<file path="src/rtl/mac_feeder.sv">
// mac_feeder
// Sequencer sitting directly in front of the MAC unit. It accepts a vector
// length, streams activation/weight pairs from a valid/ready source into the
// MAC, and drives the MAC enable and accumulator-clear strobes. When the MAC
// reports the final sum, it captures the sum and the overflow flag and holds
// them on a valid/ready result port until the consumer takes them. Only one
// dot product is in flight at a time.
//
// Optional feature macro: MAC_FEEDER_SAT_EN
//   defined   -> a captured overflow saturates res_data to all ones
//   undefined -> res_data is the raw MAC output
//
// Ports
//   clk, rst_n            clock, asynchronous active-low reset
//   start, cfg_len        begin a job of cfg_len pairs (sampled in IDLE only)
//   busy                  high whenever a job is in progress
//   s_valid/s_ready       source handshake for (s_data, s_weight)
//   mac_enable, mac_clear strobes to the MAC
//   mac_data, mac_weight  operands passed straight through to the MAC
//   mac_valid, mac_out,   MAC result, valid one cycle after enable
//   mac_overflow
//   res_valid/res_ready   result handshake for (res_data, res_overflow)
//   done                  one-cycle pulse in the cycle after the result handshake
module mac_feeder #(
    parameter int DATA_WIDTH   = 8,
    parameter int OUTPUT_WIDTH = 16,
    parameter int LEN_WIDTH    = 8
) (
    input  logic                    clk,
    input  logic                    rst_n,
    input  logic                    start,
    input  logic [LEN_WIDTH-1:0]    cfg_len,
    output logic                    busy,
    input  logic                    s_valid,
    output logic                    s_ready,
    input  logic [DATA_WIDTH-1:0]   s_data,
    input  logic [DATA_WIDTH-1:0]   s_weight,
    output logic                    mac_enable,
    output logic                    mac_clear,
    output logic [DATA_WIDTH-1:0]   mac_data,
    output logic [DATA_WIDTH-1:0]   mac_weight,
    input  logic                    mac_valid,
    input  logic [OUTPUT_WIDTH-1:0] mac_out,
    input  logic                    mac_overflow,
    output logic                    res_valid,
    input  logic                    res_ready,
    output logic [OUTPUT_WIDTH-1:0] res_data,
    output logic                    res_overflow,
    output logic                    done
);

    typedef enum logic [1:0] {
        IDLE,
        RUN,
        DRAIN,
        HOLD
    } state_t;

    localparam logic [LEN_WIDTH-1:0] LEN_ONE = LEN_WIDTH'(1);

    state_t                  state;
    state_t                  state_next;
    logic [LEN_WIDTH-1:0]    len_q;
    logic [LEN_WIDTH-1:0]    cnt_q;
    logic [OUTPUT_WIDTH-1:0] res_data_q;
    logic                    res_ovf_q;
    logic                    done_q;

    logic                    beat;
    logic                    last_beat;
    logic                    zero_start;
    logic [OUTPUT_WIDTH-1:0] cap_data;

    // A beat is an accepted source pair; the counter still reads N-1 on the
    // beat that completes the vector, so no extra cycle is needed to detect it.
    assign beat       = s_valid && (state == RUN);
    assign last_beat  = beat && (cnt_q == (len_q - LEN_ONE));
    assign zero_start = (state == IDLE) && start && (cfg_len == '0);

    // Operands never pass through a register, so the MAC sees a pair in the
    // same cycle its enable is raised.
    assign mac_data     = s_data;
    assign mac_weight   = s_weight;
    assign s_ready      = (state == RUN);
    assign mac_enable   = beat;
    // The first beat clears the accumulator so it loads the product instead
    // of adding to the previous job's residue; an empty job clears it too.
    assign mac_clear    = zero_start || (beat && (cnt_q == '0));
    assign busy         = (state != IDLE);
    assign res_valid    = (state == HOLD);
    assign res_data     = res_data_q;
    assign res_overflow = res_ovf_q;
    assign done         = done_q;

    // Value stored into res_data when the MAC presents its final sum.
`ifdef MAC_FEEDER_SAT_EN
    assign cap_data = mac_overflow ? {OUTPUT_WIDTH{1'b1}} : mac_out;
`else
    assign cap_data = mac_out;
`endif

    // Next-state decode. DRAIN waits for mac_valid rather than assuming it,
    // so a misbehaving MAC stalls the feeder instead of corrupting a result.
    always_comb begin
        state_next = state;
        case (state)
            IDLE: begin
                if (start) begin
                    state_next = (cfg_len != '0) ? RUN : HOLD;
                end
            end
            RUN: begin
                if (last_beat) begin
                    state_next = DRAIN;
                end
            end
            DRAIN: begin
                if (mac_valid) begin
                    state_next = HOLD;
                end
            end
            HOLD: begin
                if (res_ready) begin
                    state_next = IDLE;
                end
            end
            default: state_next = IDLE;
        endcase
    end

    // State, job length, beat counter, captured result and the done pulse.
    // An empty job loads a zero result directly so HOLD presents it.
    always_ff @(posedge clk or negedge rst_n) begin
        if (!rst_n) begin
            state      <= IDLE;
            len_q      <= '0;
            cnt_q      <= '0;
            res_data_q <= '0;
            res_ovf_q  <= 1'b0;
            done_q     <= 1'b0;
        end else begin
            state  <= state_next;
            done_q <= (state == HOLD) && res_ready;
            case (state)
                IDLE: begin
                    if (start && (cfg_len != '0)) begin
                        len_q <= cfg_len;
                        cnt_q <= '0;
                    end else if (zero_start) begin
                        res_data_q <= '0;
                        res_ovf_q  <= 1'b0;
                    end
                end
                RUN: begin
                    if (beat) begin
                        cnt_q <= cnt_q + LEN_ONE;
                    end
                end
                DRAIN: begin
                    if (mac_valid) begin
                        res_data_q <= cap_data;
                        res_ovf_q  <= mac_overflow;
                    end
                end
                default: ;
            endcase
        end
    end

endmodule

</file>
<file path="config.mk">
export PLATFORM = sky130hd
export DESIGN_NAME = mac_feeder
export DESIGN_NICKNAME = d
export VERILOG_FILES = /design/src/rtl/mac_feeder.sv
export SDC_FILE = /design/constraint.sdc
export NUM_CORES = 1
export LEC_CHECK = 0
export CAP_MARGIN = 20
export CORE_UTILIZATION = 35
export CTS_CLUSTER_SIZE = 28
export DETAILED_ROUTE_END_ITERATION = 8
export PLACE_DENSITY = 0.65
export SKIP_LAST_GASP = 1
export SYNTH_ARGS = -nofsm -noshare
export SYNTH_HDL_FRONTEND = slang
export SYNTH_SLANG_ARGS = --single-unit
</file>
<file path="constraint.sdc">
create_clock -name clk -period 1.95 [get_ports clk]
set_clock_uncertainty 0.05 [all_clocks]
set_input_delay 0.585 -clock clk [delete_from_list [all_inputs] [get_ports clk]]
set_output_delay 0.585 -clock clk [all_outputs]
set_load 0.1 [all_outputs]
</file>
* Yosys cells after proc, flatten, opt, wreduce, memory -nomap -nowiden
Cells that the tools add are included.
** Operators by class
- $add $sub $neg :: 2
- Eq/ne operators :: 12
- Multiplexer cells :: 17
- Reduce and logical (&&, ||, !) cells :: 19
** Operator list (count)
- 16-bit two-way mux :: 3
- 16-bit one-hot mux with 2 select lines :: 1
- 8-bit zero test :: 2
- 8-bit two-way mux :: 2
- 8-bit one-hot mux with 2 select lines :: 1
- 2-bit two-way mux :: 5
- 8-bit by 1-bit adder with 8-bit output (second input constant) :: 1
- 8-bit equality test :: 1
- 2-bit by 1-bit != test with 1-bit output (second input constant) :: 4
- 2-bit != test (second input constant) :: 4
- 2-bit one-hot mux with 4 select lines :: 1
- 4-bit AND reduction :: 2
- 8-bit nonzero test :: 1
- 8-bit by 1-bit subtractor with 8-bit output (second input constant) :: 1
- 1-bit logical AND :: 7
- 2-bit nonzero test :: 3
- 2-bit equality test (second input constant) :: 2
- 1-bit two-way mux :: 3
- 3-bit AND reduction :: 1
- 2-bit by 1-bit equality test with 1-bit output (second input constant) :: 1
- 2-bit zero test :: 1
- 1-bit one-hot mux with 2 select lines :: 1
- 2-bit AND reduction :: 1
- 1-bit logical OR :: 1
** Storage, ports and cells
- Register bits after elaboration :: 36
- Input bits :: 47
- Word-level logic and storage cells :: 56

* Longest topological paths before layout
Gate-level depths: netlist (run 1).
- Word-level depth :: 6
- Mapped depth :: 9

* Worst setup path after synthesis (run 1)
OpenSTA, ideal clock, no wires.
- Path kind :: register to output
- From :: reg state[1]
- To :: out mac_clear
- Arrival :: 3460 ps
- Setup slack :: -2145 ps
- Stages on the path, launching flop included :: 6
- Path through :: dfrtp_1 inv_1 ha_1 and2_1 nand3_1 o21ai_0
** Between the ends
- Word-level cells in the longest chain between the ends :: 4
- Elaborated cells on any way between the ends :: 7
** RTL lines
- start, declared :: RTL line 61 : state_t state;
- start signal, assigned :: RTL line 142 : state <= state_next;
- 2-bit by 1-bit equality test with 1-bit output
- named net s_ready :: RTL line 35 : output logic s_ready,
- 1-bit logical AND :: RTL line 76 : assign beat = s_valid && (state == RUN);
- named net mac_enable :: RTL line 38 : output logic mac_enable,
- 1-bit logical AND :: RTL line 88 : assign mac_clear = zero_start || (beat && (cnt_q == '0));
- 1-bit logical OR :: RTL line 88
- end, declared :: RTL line 39 : output logic mac_clear,
The timed path passes the listed nets, and every way through them passes these cells.

* Final worst setup path (run 1)
- From :: reg cnt_q[0]
- To :: out mac_clear
** Between the ends
- Word-level cells in the longest chain between the ends :: 3
** RTL lines
- start, declared :: RTL line 64 : logic [LEN_WIDTH-1:0] cnt_q;
- start signal, assigned :: RTL line 156 : cnt_q <= cnt_q + LEN_ONE;
- 8-bit zero test :: RTL line 88
- 1-bit logical AND :: RTL line 88
- 1-bit logical OR :: RTL line 88
Every way passes these cells.

==> out/qor.csv, run 1 <==
stage;metric;value;unit
min_path;WHS Endpoint;len_q[7];
timing;tightest slew margin relative to the limit;76.5;%
min_path;hold_sp;len_q[7];
routing;post-route antenna net violation count;0;
clock_network;depth of the CTS H-tree;2;
synth;portion of the post-synthesis area used by sequential elements;42.1;%
final_layout;total number of nets in the final design;369;
final_layout;Fillers;471;
setup_path;Arrival @ worst endpoint;1540;ps
placed_design;number of I/O port buffers;53;
synth;net count after synthesis;286;
routing;post-route DRC violation count;0;
synth;number of different library cells in the post-synthesis netlist;39;
setup_path;Register-to-Register Path Depth;12;
timing;unrepaired setup endpoints after global routing;yes;
synth;cell count after synthesis;231;
clock_network;clock input transition at the sequential cells of the worst setup and hold paths;80;ps
setup_path;endpoint class of the critical path;output pin;
clock_network;clk buf depth;2;
clock_network;clock tree root driver cell;clkbuf_8;
setup_path;family with the most delay on the worst path;flip-flops;
timing;number of setup violations in the final report;3;
routing;number of vias per cell;4.99;
floorplanning;Top-Level Pins;86;
setup_path;worst-path maximum fanout;2;
setup_path;total stage count of the critical path;6;
floorplanning;x dimension of the die;80.2;microns
floorplanning;DIE AREA;0.00643;sq mm
min_path;type of the worst min-delay path;reg2reg;
routing;routed length per instance;15.1;microns
setup_path;nature of the critical path startpoint;flop;
clock_network;Skew-Pair Late Insertion Delay;290;ps
timing;highest clock rate;459;MHz
floorplanning;standard-cell rows;28;
placed_design;DP Wirelength;3880;microns
setup_path;R2R Path End;res_data[8];
min_path;depth of the worst hold-timing path;1;
global_route;wire length of the first global-routing pass;8940;microns
placed_design;post-placement cell count;366;
outcome;violations in the final reports;negative setup slack;
final_layout;layout overhead on the synthesized area;63.7;%
routing;number of vias after detailed routing;1946;
setup_path;reg-to-reg startpoint;state[1];
power_and_ir_drop;Peak supply drop;1.47;mV
final_layout;number of standard cells in the final layout excluding fillers;390;
floorplanning;starting density of the core;36.1;%
global_route;initial antenna violation count;0;
floorplanning;height of the die;80.2;microns
routing;initial detailed-routing violation count;120;
global_route;largest net degree at the start of global routing;37;
power_and_ir_drop;relative contribution of sequential cells to total power;19.5;%
synth;number of register bits inferred by synthesis;36;
power_and_ir_drop;relative contribution of the clock network to total power;9.5;%
global_route;Remaining Overflow, GRT;0;
synth;Mean Syn Cell Area;9.26;sq um
clock_network;cts bufs inserted;5;
clock_network;TritonCTS clock tree;built;
final_layout;commonest non-fill, non-tap cells in the layout;buf_4, dfrtp_1, buf_12, inv_1, nand3_1;
clock_network;total number of clock tree sinks;36;
timing;clock period minus final worst setup slack;2180;ps
synth;Post-Synthesis Cell Area;0.00214;sq mm
outcome;outcome;finished, violations left;
power_and_ir_drop;pwr/cell area;1980;mW/mm^2
timing;final worst path period share;112;%
timing;max-slew violations;0;
setup_path;longest individual stage delay on the worst path;380;ps
final_layout;fraction of layout instances using a drive strength above 1;39.0;%
floorplanning;core area;0.00592;sq mm
final_layout;number of diodes;0;
job;maxcap violations;0;
power_and_ir_drop;static leakage power;1.51;nW
placed_design;final weighted congestion in routability-driven placement;0.802;
setup_path;classification of the worst setup path;reg2out;
power_and_ir_drop;internal power;0.00348;W
global_route;global routing usage summed across all routing layers;18.4;%
routing;number of optimization iterations in the first detailed-route pass;4;
synth;number of synthesis warnings;0;
setup_path;buffering stage count on the worst path with inverters included;2;
final_layout;leading cell type in the layout, fill and taps excluded;buf_4;
setup_path;Cell Chain, Critical Path;inv_1 -> ha_1 -> nor4b_4 -> nand3_4 -> o21ai_4 -> buf_12;
power_and_ir_drop;share of total power consumed by net switching;50.0;%
final_layout;final core area utilization;59.2;%
timing;slack of the critical path;-227;ps
clock_network;Post-CTS Hold Fix Bufs;0;
power_and_ir_drop;Combinational Power Share;70.9;%
setup_path;setup slack on the worst flop-to-flop path;30;ps
timing;worst-case hold slack;512;ps
routing;Final Routed Wirelength;5880;microns
setup_path;Slowest-stage cell, CP;dfrtp_1;
timing;slew at the pin with the worst max-slew slack;351;ps
power_and_ir_drop;net switching component of the power;0.00348;W
timing;endpoints failing hold;0;
global_route;vias in the first global route;1846;
setup_path;required time at the endpoint of the critical path;1310;ps
[worst reg2reg max path: cells and delay by family, from the launching register on]
kind	cells	cell delay [ps]
compound gates	3	290
flops	1	390
fa+ha+maj	1	160
buf+inv	7	830
simple gates	1	80
[layer usage]
layer	GRT usage (%)	up-vias	wire, microns
met5	0	-	0
met1	22.1	958	2460
met4	6.61	0	153
met3	3.07	13	201
met2	32.8	42	3070
li1	-	933	-
[cells in the mapped netlist]
master / count / area (sq um)
dfrtp_1: 36 / 901
inv_1: 28 / 105
nand3_1: 24 / 120
buf_4: 18 / 135
o21ai_0: 16 / 80.1
o21ai_1: 13 / 65.1
nor2_1: 12 / 45.0
nand2_1: 10 / 37.5
ha_1: 8 / 100
mux2_2: 6 / 67.6
mux2i_1: 5 / 50.1
xor2_1: 5 / 43.8
nand2b_1: 4 / 25.0
and2_1: 3 / 18.8
buf_2: 3 / 15.0
clkbuf_1: 3 / 11.3
nor3_1: 3 / 15.0
o31ai_1: 3 / 22.5
xnor2_1: 3 / 26.3
a2111oi_2: 2 / 30.0
a21oi_1: 2 / 10.0
a31oi_1: 2 / 12.5
and3_1: 2 / 12.5
buf_6: 2 / 22.5
nand3b_1: 2 / 15.0
nor4_2: 2 / 25.0
or2_2: 2 / 12.5
a211oi_4: 1 / 20.0
a21oi_2: 1 / 8.76
a221oi_1: 1 / 8.76
a222oi_1: 1 / 10.0
a311o_1: 1 / 10.0
nand4_1: 1 / 6.26
nand4b_1: 1 / 8.76
nor4b_1: 1 / 8.76
o211ai_1: 1 / 7.51
o211ai_2: 1 / 12.5
o22ai_1: 1 / 6.26
or4_1: 1 / 7.51
[cell families (layout without fill, tap and decap cells)]
family | count (synthesis) | after routing | synth area share, %
AOI/OAI and AO/OA | 46 | 46 | 14.2
xor gates and xnor gates | 8 | 8 | 3.27
adders and majority gates | 8 | 8 | 4.68
buffers and inverters | 54 | 138 | 13.5
DFF | 36 | 36 | 42.1
muxes | 11 | 11 | 5.50
and+or+nand+nor | 68 | 68 | 16.7
[worst max path at each step]
stage | start | endpoint | slack (ps)
global route | cnt_q[0] | mac_clear | -350
floorplan | state[1] | mac_clear | -350
detailed placement | cfg_len[3] | mac_clear | -600
global placement | cfg_len[3] | mac_clear | -590
finish | cnt_q[0] | mac_clear | -230
CTS | cnt_q[0] | mac_clear | -230
[registers in the layout (all words and copies together) (netlist names)]
name / count
res_data: 16
cnt_q: 8
len_q: 8
state: 2
done: 1
res_overflow: 1
[power groups by stage]
stage	sequential, W	clock (W)	combinational (W)
final	0.00136	0.000663	0.00493
after global routing	0.00139	0.000705	0.00517
after CTS	0.00134	0.000678	0.00461
after detailed placement	0.00136	0	0.00434
after global placement	0.00134	0	0.00429
after floorplan	0.00244	0	0.00177
[area by class of cell]
cell class                      instances  area [sq um]  share of cell area (%)
Clock buffer                            5          68.8                    1.96
Clock inverter                          3          42.5                    1.21
Inverter                               28           109                    3.11
Multi-Input combinational cell        141          1120                    32.0
Sequential cell                        36           903                    25.8
Tap cell                               75          93.8                    2.68
Timing Repair Buffer                  102          1170                    33.3
[metrics by stage]
step           instance area [sq um]  setup WS, ps  total power, W  TNS [ps]
6_report                        3500          -227         0.00695      -422
5_1_grt                         3500          -355         0.00727      -949
4_1_cts                         3380          -227         0.00663      -414
3_5_place_dp                    3130          -595         0.00570    -17390
3_3_place_gp                    3130          -587         0.00563    -16600
2_1_floorplan                   2180          -347         0.00421     -5560
[repair_timing]
action,CTS,global route
gates cloned,0,1
setup endpoints to repair,39,24
gates resized for setup,48,12
pin swaps,6,4
buffers inserted,9,7
Power figures use the tool's default switching activity.
==> run 2, diff against run 1 <==
CORE_UTILIZATION = 43   (was 35)
CTS_CLUSTER_SIZE = unset   (was 28)
PLACE_DENSITY = 0.78   (was 0.65)
==> run 2 against run 1 <==
  * The run still ends with negative setup slack left
  * Global-route usage rose by 6.4 points
  * Clock power rose by 3.6%
  * Routed wire length rose by 19%
  * Worst setup slack got worse by 2.7 ps
==> out/qor.csv, run 2 (synthesis results as in run 1) <==
stage;metric;value;unit
setup_path;endpoint class of the critical path;output pin;
setup_path;classification of the worst setup path;reg2out;
routing;number of vias after detailed routing;2060;
clock_network;clk buf depth;2;
placed_design;number of I/O port buffers;53;
global_route;largest net degree at the start of global routing;37;
clock_network;depth of the CTS H-tree;2;
outcome;outcome;finished, violations left;
final_layout;fraction of layout instances using a drive strength above 1;40.2;%
timing;final worst path period share;112;%
setup_path;nature of the critical path startpoint;flop;
timing;worst-case hold slack;509;ps
final_layout;number of diodes;0;
setup_path;Cell Chain, Critical Path;inv_1 -> ha_1 -> nor4b_4 -> nand3_4 -> o21ai_4 -> buf_12;
final_layout;Fillers;299;
final_layout;max FFs per register;16;
floorplanning;starting density of the core;45.0;%
final_layout;area occupied by registers;903;sq um
setup_path;longest individual stage delay on the worst path;390;ps
outcome;violations in the final reports;negative setup slack;
floorplanning;DIE AREA;0.00526;sq mm
routing;Final Routed Wirelength;6990;microns
placed_design;worst slack at placement;-565;ps
routing;met3 layer wire length in the routed design;418;microns
floorplanning;height of the die;72.5;microns
global_route;initial antenna violation count;0;
routing;routed length per instance;18.5;microns
setup_path;Arrival @ worst endpoint;1540;ps
final_layout;layout overhead on the synthesized area;64.8;%
placed_design;DP Wirelength;3910;microns
setup_path;buffering stage count on the worst path with inverters included;2;
placed_design;final weighted congestion in routability-driven placement;0.818;
power_and_ir_drop;static leakage power;1.51;nW
timing;number of setup violations in the final report;4;
routing;met2 wire len;3650;microns
power_and_ir_drop;Peak supply drop;1.52;mV
final_layout;commonest non-fill, non-tap cells in the layout;dfrtp_1, buf_4, buf_12, inv_1, nand3_1;
job;maxcap violations;0;
floorplanning;x dimension of the die;72.5;microns
routing;number of vias per cell;5.45;
floorplanning;core area;0.00475;sq mm
timing;endpoints failing hold;0;
power_and_ir_drop;pwr/cell area;2050;mW/mm^2
routing;post-route antenna net violation count;0;
setup_path;family with the most delay on the worst path;flip-flops;
timing;tightest slew margin relative to the limit;64.7;%
floorplanning;Top-Level Pins;86;
setup_path;worst-path maximum fanout;2;
routing;top routing layer used;met4;
timing;slew at the pin with the worst max-slew slack;530;ps
timing;highest clock rate;459;MHz
routing;number of optimization iterations in the first detailed-route pass;4;
timing;slack of the critical path;-229;ps
global_route;global routing usage summed across all routing layers;24.8;%
clock_network;TritonCTS clock tree;built;
final_layout;final instance area;0.00353;sq mm
final_layout;multi-input logic area;0.00116;sq mm
timing;unrepaired setup endpoints after global routing;yes;
final_layout;total number of nets in the final design;365;
global_route;Remaining Overflow, GRT;0;
global_route;wire length of the first global-routing pass;9700;microns
clock_network;cts bufs inserted;5;
routing;initial detailed-routing violation count;165;
global_route;vias in the first global route;1965;
routing;post-route DRC violation count;0;
power_and_ir_drop;post-layout total power;0.00723;W
timing;clock period minus final worst setup slack;2180;ps
routing;routed metal-1 wirelength;2730;microns
clock_network;clock input transition at the sequential cells of the worst setup and hold paths;80;ps
timing;final sum of negative setup slack;-680;ps
setup_path;Slowest-stage cell, CP;dfrtp_1;
clock_network;Skew-Pair Late Insertion Delay;310;ps
clock_network;clock tree root driver cell;clkbuf_8;
floorplanning;standard-cell rows;25;
timing;max-slew violations;0;
clock_network;total number of clock tree sinks;36;
placed_design;DP Area;0.00307;sq mm
setup_path;required time at the endpoint of the critical path;1310;ps
min_path;type of the worst min-delay path;reg2reg;
-- run 2: worst paths after layout --
| path | slack, ps | cells after the start | to | from |
|---|---|---|---|---|
| worst max-delay path | -230 | 6 | mac_clear | cnt_q[0] |
| worst min-delay path | 510 | 1 | len_q[7] | len_q[7] |
| worst max register to register | -170 | 6 | state[0] | cnt_q[7] |
| worst min register to register | 510 | 1 | len_q[7] | len_q[7] |
| max in group asynchronous | 1030 | 2 | cnt_q[2] | rst_n |
| min in group asynchronous | 600 | 2 | res_data[15] | rst_n |
-- run 2: repair_timing --
item | 4_1_cts | 5_1_grt
hold buffers | 0 | 0
gates cloned | 0 | 2
gates resized for setup | 40 | 30
endpoints found under the setup margin | 37 | 29
buffers inserted | 8 | 10
pin swaps | 7 | 11
-- run 2: worst reg2reg max path: cells and delay by family, from the launching register on --
family | cells | cell delay, ps
AO/OA/AOI/OAI | 2 | 580
XOR/XNOR | 1 | 380
buffers and inverters | 1 | 170
flip-flops | 1 | 420
multiplexers | 1 | 230
AND/OR/NAND/NOR | 1 | 210
-- run 2: area by class of cell --
class                           count  area share [%]
Clock inverter                      3            1.21
Sequential cell                    36            25.6
Tap cell                           67            2.38
Inverter                           28            3.09
Clock buffer                        5            1.95
Multi-Input combinational cell    141            32.8
Timing Repair Buffer               98            33.0
-- run 2: report_power, final --
group	internal, W	switching, W
sequential	0.00104	0.000346
clock	0.000379	0.000308
combinational	0.00211	0.00304
total	0.00353	0.00370
-- run 2: through the flow --
step | utilization (%) | std cells
after floorplan | - | 231
after global placement | 64.6 | 352
after detailed placement | 64.6 | 352
after CTS | 69.2 | 367
after global routing | 74.2 | 378
final | 74.2 | 378
-- run 2: layer usage --
layer	up-vias	track usage, %
met4	0	11.3
met5	-	0
met2	94	43.4
met1	1014	29.4
met3	20	4.72
li1	932	-
==> run 3, diff against run 2 <==
ABC_AREA = 0   (was unset)
CORE_MARGIN = 2   (was unset)
==> run 3 against run 2 <==
  * The run still ends with negative setup slack left
  * Combinational power shrank 5.8%
  * Hold slack improved by 6.0 ps
  * First-iteration DRC count down 28%
  * Non-clock buffer count is 2 higher
  * Largest power group unchanged
  * Flip-flop and latch count is the same
  * Global-route usage decreased by 3.2 points
  * Via count down 4.0%
  * Critical path type unchanged
  * Routed wire length down 15%
  * Final area decreased by 2.0%
  * Total power decreased by 3.7%
==> out/qor.csv, run 3 (synthesis results as in run 1) <==
stage;metric;value;unit
placed_design;post-placement cell count;355;
final_layout;fraction of layout instances using a drive strength above 1;39.3;%
global_route;largest net degree at the start of global routing;37;
setup_path;Register-to-Register Path Depth;8;
floorplanning;standard-cell rows;25;
setup_path;endpoint class of the critical path;output pin;
setup_path;required time at the endpoint of the critical path;1310;ps
clock_network;Post-CTS Hold Fix Bufs;0;
global_route;global routing usage summed across all routing layers;21.6;%
clock_network;depth of the CTS H-tree;2;
power_and_ir_drop;Peak supply drop;1.42;mV
placed_design;DP Wirelength;3890;microns
placed_design;number of I/O port buffers;53;
final_layout;Fillers;329;
final_layout;max FFs per register;16;
setup_path;worst-path maximum fanout;2;
outcome;outcome;finished, violations left;
placed_design;DP Area;0.00308;sq mm
floorplanning;core area;0.00475;sq mm
timing;tightest slew margin relative to the limit;75.2;%
clock_network;Skew-Pair Late Insertion Delay;290;ps
min_path;depth of the worst hold-timing path;2;
final_layout;commonest non-fill, non-tap cells in the layout;buf_4, dfrtp_1, buf_12, inv_1, nand3_1;
setup_path;nature of the critical path startpoint;flop;
power_and_ir_drop;internal power;0.00348;W
setup_path;Slowest-stage cell, CP;dfrtp_1;
power_and_ir_drop;relative contribution of the clock network to total power;10.5;%
power_and_ir_drop;net switching component of the power;0.00347;W
setup_path;classification of the worst setup path;reg2out;
power_and_ir_drop;relative contribution of sequential cells to total power;19.6;%
timing;endpoints failing hold;0;
outcome;violations in the final reports;negative setup slack;
floorplanning;height of the die;74.5;microns
routing;number of vias after detailed routing;1978;
timing;slack of the critical path;-210;ps
timing;clock period minus final worst setup slack;2160;ps
clock_network;cts bufs inserted;5;
floorplanning;x dimension of the die;74.5;microns
clock_network;total number of clock tree sinks;36;
timing;max-slew violations;0;
global_route;initial antenna violation count;0;
floorplanning;DIE AREA;0.00556;sq mm
setup_path;buffering stage count on the worst path with inverters included;2;
final_layout;final core area utilization;72.7;%
floorplanning;starting density of the core;45.0;%
global_route;wire length of the first global-routing pass;9000;microns
global_route;vias in the first global route;1866;
clock_network;TritonCTS clock tree;built;
setup_path;Cell Chain, Critical Path;inv_1 -> ha_1 -> nor4b_4 -> nand3_4 -> o21ai_4 -> buf_12;
timing;highest clock rate;463;MHz
final_layout;final instance area;0.00346;sq mm
routing;initial detailed-routing violation count;118;
routing;routed length per instance;15.7;microns
setup_path;reg-to-reg startpoint;state[0];
timing;number of setup violations in the final report;6;
final_layout;layout overhead on the synthesized area;61.5;%
power_and_ir_drop;share of total power consumed by net switching;49.9;%
timing;slew at the pin with the worst max-slew slack;372;ps
placed_design;final weighted congestion in routability-driven placement;0.817;
final_layout;total number of nets in the final design;367;
routing;number of vias per cell;5.21;
timing;final worst path period share;111;%
setup_path;launch point of the critical path;cnt_q[0];
clock_network;clock input transition at the sequential cells of the worst setup and hold paths;80;ps
power_and_ir_drop;static leakage power;1.50;nW
setup_path;longest individual stage delay on the worst path;380;ps
routing;Final Routed Wirelength;5960;microns
setup_path;family with the most delay on the worst path;flip-flops;
power_and_ir_drop;Combinational Power Share;69.8;%
setup_path;total stage count of the critical path;6;
routing;post-route antenna net violation count;0;
final_layout;leading cell type in the layout, fill and taps excluded;buf_4;
global_route;Remaining Overflow, GRT;0;
job;maxcap violations;0;
setup_path;Arrival @ worst endpoint;1520;ps
final_layout;number of standard cells in the final layout excluding fillers;380;
power_and_ir_drop;pwr/cell area;2010;mW/mm^2
final_layout;number of diodes;0;
min_path;hold_sp;res_data[13];
min_path;type of the worst min-delay path;reg2reg;
clock_network;clock tree root driver cell;clkbuf_8;
routing;number of optimization iterations in the first detailed-route pass;5;
routing;post-route DRC violation count;0;
floorplanning;Top-Level Pins;86;
timing;unrepaired setup endpoints after global routing;yes;
clock_network;clk buf depth;2;
## run 3: path summary, 6_finish.rpt
path,endpoint,slack (ps)
worst max-delay path,mac_clear,-210
worst min-delay path,res_data[13],510
worst max register to register,state[1],-20
worst min register to register,res_data[13],510
max in group asynchronous,len_q[0],1020
min in group asynchronous,res_data[8],610
## run 3: stage by stage
| step | hold WS, ps | power [W] | setup TNS, ps | setup slack (ps) |
|---|---|---|---|---|
| floorplan | 239 | 0.00421 | -5560 | -347 |
| global placement | 487 | 0.00554 | -15260 | -554 |
| detailed placement | 500 | 0.00562 | -17330 | -595 |
| CTS | 516 | 0.00652 | -436 | -217 |
| global route | 524 | 0.00728 | -1660 | -284 |
| finish | 515 | 0.00696 | -515 | -210 |
## run 3: worst min-delay path, stage by stage (launching register included)
cell and delay, ps:
dfrtp_1 410, inv_1 60, o21ai_1 60
## run 3: per-layer routing
layer	wire length, microns	vias to the layer above	global-route usage [%]
li1	-	928	-
met1	2530	966	28.1
met2	3060	68	36.3
met3	216	16	4.34
met4	152	0	6.55
met5	0	-	0
## run 3: layout make-up
type	count	area [sq um]	share of cell area (%)
Clock buffer	7	96.3	2.79
Clock inverter	1	30.0	0.869
Inverter	28	109	3.15
Multi-Input combinational cell	141	1110	32.0
Sequential cell	36	905	26.2
Tap cell	67	83.8	2.43
Timing Repair Buffer	100	1130	32.6
## run 3: power by group through the flow
stage / Clock [W] / Sequential (W) / Combinational (W)
global placement: 0 / 0.00134 / 0.00420
global route: 0.000772 / 0.00140 / 0.00511
floorplan: 0 / 0.00244 / 0.00177
detailed placement: 0 / 0.00136 / 0.00426
CTS: 0.000745 / 0.00135 / 0.00442
finish: 0.000732 / 0.00137 / 0.00486
## run 3: what timing repair did
action	4_1_cts	5_1_grt
cloned	0	3
resized for setup	43	24
endpoints found under the setup margin	37	27
setup buffers	6	10
pin swaps	7	10
